--- src/rtl/usart_tx.sv ---
// rtl/usart_tx.sv - 8N1/8N2 asynchronous serial transmitter with a one-entry holding register
// Bytes go out LSB-first on tx_pin; a byte waiting in hold follows the stop bit with no idle gap.
module usart_tx #(
  parameter int CLOCKS_PER_BIT = 16,
  parameter int STOP_BITS      = 1
) (
  input  logic       comm_clock,
  input  logic       reset_n,
  input  logic [7:0] data_in,
  input  logic       send,
  output logic       ready,
  output logic       busy,
  output logic       tx_pin
);

  localparam int              CW        = $clog2(CLOCKS_PER_BIT);
  localparam logic [CW-1:0]   BAUD_LAST = CW'(CLOCKS_PER_BIT - 1);

  typedef enum logic [1:0] {
    IDLE,
    START_BIT,
    DATA_BIT,
    STOP_BIT
  } state_t;

  state_t        state, state_nx;
  logic [CW-1:0] baud_cnt, baud_cnt_nx;
  logic [2:0]    bit_cnt, bit_cnt_nx;
  logic          stop_cnt, stop_cnt_nx;
  logic [7:0]    shift, shift_nx;
  logic [7:0]    hold, hold_nx;
  logic          hold_valid, hold_valid_nx;
  logic          tx_nx;
  logic          accept;
  logic          bit_end;
  logic          stop_last;

  always_ff @(posedge comm_clock) begin
    if (!reset_n) begin
      state      <= IDLE;
      baud_cnt   <= '0;
      bit_cnt    <= '0;
      stop_cnt   <= 1'b0;
      shift      <= '0;
      hold       <= '0;
      hold_valid <= 1'b0;
      tx_pin     <= 1'b1;
    end else begin
      state      <= state_nx;
      baud_cnt   <= baud_cnt_nx;
      bit_cnt    <= bit_cnt_nx;
      stop_cnt   <= stop_cnt_nx;
      shift      <= shift_nx;
      hold       <= hold_nx;
      hold_valid <= hold_valid_nx;
      tx_pin     <= tx_nx;
    end
  end

  assign accept    = send && !hold_valid;
  assign bit_end   = (baud_cnt == BAUD_LAST);
  // With one stop bit the stop counter never gates the end of the frame.
  assign stop_last = bit_end && ((STOP_BITS == 1) || stop_cnt);

  always_comb begin
    state_nx      = state;
    baud_cnt_nx   = baud_cnt;
    bit_cnt_nx    = bit_cnt;
    stop_cnt_nx   = stop_cnt;
    shift_nx      = shift;
    hold_nx       = hold;
    hold_valid_nx = hold_valid;
    tx_nx         = tx_pin;

    if (accept) begin
      hold_nx       = data_in;
      hold_valid_nx = 1'b1;
    end

    case (state)
      IDLE: begin
        tx_nx       = 1'b1;
        baud_cnt_nx = '0;
        if (hold_valid) begin
          shift_nx      = hold;
          hold_valid_nx = 1'b0;
          state_nx      = START_BIT;
          tx_nx         = 1'b0;
        end
      end
      START_BIT: begin
        baud_cnt_nx = baud_cnt + 1'b1;
        if (bit_end) begin
          baud_cnt_nx = '0;
          bit_cnt_nx  = '0;
          state_nx    = DATA_BIT;
          tx_nx       = shift[0];
        end
      end
      DATA_BIT: begin
        baud_cnt_nx = baud_cnt + 1'b1;
        if (bit_end) begin
          baud_cnt_nx = '0;
          shift_nx    = {1'b0, shift[7:1]};
          bit_cnt_nx  = bit_cnt + 3'd1;
          if (bit_cnt == 3'd7) begin
            state_nx    = STOP_BIT;
            stop_cnt_nx = 1'b0;
            tx_nx       = 1'b1;
          end else begin
            tx_nx = shift[1];
          end
        end
      end
      STOP_BIT: begin
        baud_cnt_nx = baud_cnt + 1'b1;
        tx_nx       = 1'b1;
        if (bit_end) begin
          baud_cnt_nx = '0;
          stop_cnt_nx = ~stop_cnt;
        end
        // A waiting byte chains straight into the next start bit.
        if (stop_last) begin
          stop_cnt_nx = 1'b0;
          if (hold_valid) begin
            shift_nx      = hold;
            hold_valid_nx = 1'b0;
            state_nx      = START_BIT;
            tx_nx         = 1'b0;
          end else begin
            state_nx = IDLE;
          end
        end
      end
      default: begin
        state_nx = IDLE;
        tx_nx    = 1'b1;
      end
    endcase
  end

  assign ready = !hold_valid;
  assign busy  = (state != IDLE) || hold_valid;

endmodule

--- config.mk ---
export PLATFORM = sky130hd
export DESIGN_NAME = usart_tx
export DESIGN_NICKNAME = d
export VERILOG_FILES = /design/src/rtl/usart_tx.sv
export SDC_FILE = /design/constraint.sdc
export NUM_CORES = 1
export LEC_CHECK = 0
export ABC_AREA = 1
export BUFFER_PORTS_ARGS = -buffer_cell sky130_fd_sc_hd__buf_2
export CAP_MARGIN = 0
export CELL_PAD_IN_SITES_DETAIL_PLACEMENT = 0
export CELL_PAD_IN_SITES_GLOBAL_PLACEMENT = 1
export CORE_ASPECT_RATIO = 1.5
export CORE_MARGIN = 2
export CORE_UTILIZATION = 34
export DETAILED_ROUTE_END_ITERATION = 8
export PLACE_DENSITY = 0.63
export SKIP_CTS_REPAIR_TIMING = 1
export SLEW_MARGIN = 20
export SYNTH_ARGS = -nofsm -noshare
export SYNTH_HDL_FRONTEND = slang
export SYNTH_SLANG_ARGS = --single-unit
--- constraint.sdc ---
create_clock -name comm_clock -period 1.7 [get_ports comm_clock]
set_input_delay 0.34 -clock comm_clock [delete_from_list [all_inputs] [get_ports comm_clock]]
set_output_delay 0.34 -clock comm_clock [all_outputs]
set_load 0.01 [all_outputs]
==> impl_metrics.json <==
{
  "outcome": "completed",
  "drt-pass1-iter-count": 4,
  "fin_skew_ps": 5.63,
  "syn-num-nets": 198,
  "wl_met2_mm": 1.58,
  "synth_cell_types": 21,
  "synth_async_sr_flop_share_pct": 0,
  "setup-tns-final_ps": 0,
  "coreArea_um2": 3650,
  "wl_met1_mm": 1.20,
  "p_per_area_nw_per_um2": 1530,
  "relSlewSlack_pct": 75.7,
  "avgSynthCellArea_um2": 7.23,
  "reg2reg_slack_ps": 150,
  "postSynthCellCount": 178,
  "hold_viol": 0,
  "fmax_mhz": 623,
  "die_area_um2": 4310,
  "cts_tree": "yes",
  "final.fill_count": 403,
  "ant_nets": 0,
  "slew_violations": 0,
  "vias": 1112,
  "clk_pin_slew_worst_paths_ps": 90,
  "crit_required_ps": 1360,
  "wl_per_cell_um": 12.2,
  "grt_usage_pct": 14.8,
  "io_pins": 14,
  "cts-htree-levels": 1,
  "ctsRootBufferMaster": "clkbuf_8",
  "drt_wl_total_mm": 2.87,
  "port_buffers": 13,
  "start_util_pct": 35.3,
  "min_path_type": "in2reg",
  "grt_pass1_wl_mm": 4.55,
  "synth_seq_cells": 27,
  "cts_buffers": 3,
  "final_common_cell": "nand2_1",
  "end_kind": "output port",
  "tightest_slew_ps": 364,
  "gp_congestion": 0.893,
  "layout_common_cells": "35 x nand2_1, 28 x nor2_1, 25 x dfxtp_1",
  "fin_crit_ps": 1600,
  "nets": 214,
  "top_layer_used": "met4",
  "setup_violations": 0,
  "antenna_cells": 0,
  "drt-initial-drc-count": 36,
  "final_util_pct": 39.8,
  "critPathMaxFanout": 6,
  "cts_buffer_depth": 2,
  "synth_flop_cell": "dfxtp_1",
  "drc_errors": 0,
  "viasPerCell": 4.71,
  "total_power_w": 0.00222,
  "cp_data_arrival_time_ps": 1260,
  "insertion_delay_ps": 270,
  "rows": 27,
  "die_h_um": 79.4,
  "area_growth_pct": 12.9,
  "antenna_found_initial": 0,
  "drive_above_1_share_pct": 14.5,
  "finalCritPeriodShare_pct": 94.4,
  "dr_wl_met3_um": 64,
  "synth-edff-count": 0,
  "grt_max_degree": 19,
  "worst-setup-path-type": "reg2out",
  "grt.overflow.total": 0,
  "ys_warn_count": 0,
  "maxCapViolCount": 0,
  "rsz0062_at_grt": "false",
  "cts.sinks": 27,
  "seq_area_frac_synth_pct": 42.0,
  "netlist_area_um2": 1290,
  "fp.dieW_um": 54.2,
  "p_leak_nw": 0.653,
  "ir_drop_v": 0.000877,
  "hpwlAfterDp_mm": 2.24,
  "cp-start-kind": "register",
  "grt_pass1_vias": 1020
}
## critical path: stages, from the launching register on
cell and delay [ps]:
dfxtp_2 390, inv_1 100, ha_1 240, nand2_2 120
buf_2 140
## cells in the mapped netlist, types with 2 or more instances
cell      n  area (um2)
nand2_1  36         135
nor2_1   28         105
dfxtp_1  27         541
inv_1    20        75.1
o21ai_0  20         100
a21oi_1  13        65.1
ha_1      9         113
nand3_1   8        40.0
o21ai_1   3        15.0
buf_2     2        10.0
inv_2     2        7.51
## registers in the layout, summed over array words and instances (netlist names)
register    cells
hold            8
bit_cnt         3
state           2
hold_valid      1
shift           8
baud_cnt        4
tx_pin          1
## final timing paths
check,start,end,cells after the start
hold / removal,data_in[7],hold[7]$_SDFFE_PN0P_,3
setup reg to reg,state[0]$_SDFFE_PN0P_,shift[4]$_SDFFE_PN0P_,7
hold reg to reg,baud_cnt[0]$_SDFF_PP0_,baud_cnt[0]$_SDFF_PP0_,1
setup / recovery,state[0]$_SDFFE_PN0P_,busy,4
## where the power goes
group | total (W) | leakage [nW] | internal, W | switching [W]
combinational | 0.000937 | 0.407 | 0.000350 | 0.000587
sequential | 0.000917 | 0.222 | 0.000808 | 0.000109
clock | 0.000367 | 0.0228 | 0.000168 | 0.000199
## final cells by class
| class | instances | area [um2] | share of cell area (%) |
|---|---|---|---|
| timing repair buffer | 14 | 72.6 | 4.99 |
| tap | 43 | 53.8 | 3.70 |
| sequential | 27 | 543 | 37.3 |
| multi-input combinational | 125 | 648 | 44.6 |
| inverter | 23 | 91.3 | 6.28 |
| clock buffer | 4 | 45.0 | 3.10 |
## per-stage QoR
stage,setup WS (ps),std cells,cell area (um2),hold slack [ps]
after floorplan,253,178,1290,418
after global placement,159,232,1400,430
after detailed placement,62.9,232,1400,441
after CTS,-34.9,236,1450,278
after global routing,7.23,236,1450,293
final,95.1,236,1450,289
## cell families (layout without fill, tap and decap cells)
group | Yosys count | after routing | share of synthesized area [%]
AOI/OAI and AO/OA | 39 | 39 | 16.5
adders and majority gates | 9 | 9 | 8.75
buffers and inverters | 26 | 41 | 8.16
DFF | 27 | 27 | 42.0
and+or+nand+nor | 77 | 77 | 24.6
## per-layer routing
metal / track usage, % / vias to the layer above
met1: 15.7 / 497
met2: 26.6 / 13
li1: - / 598
met4: 7.00 / 0
met5: 0 / -
met3: 2.63 / 4
(Power assumes the default switching activity.)
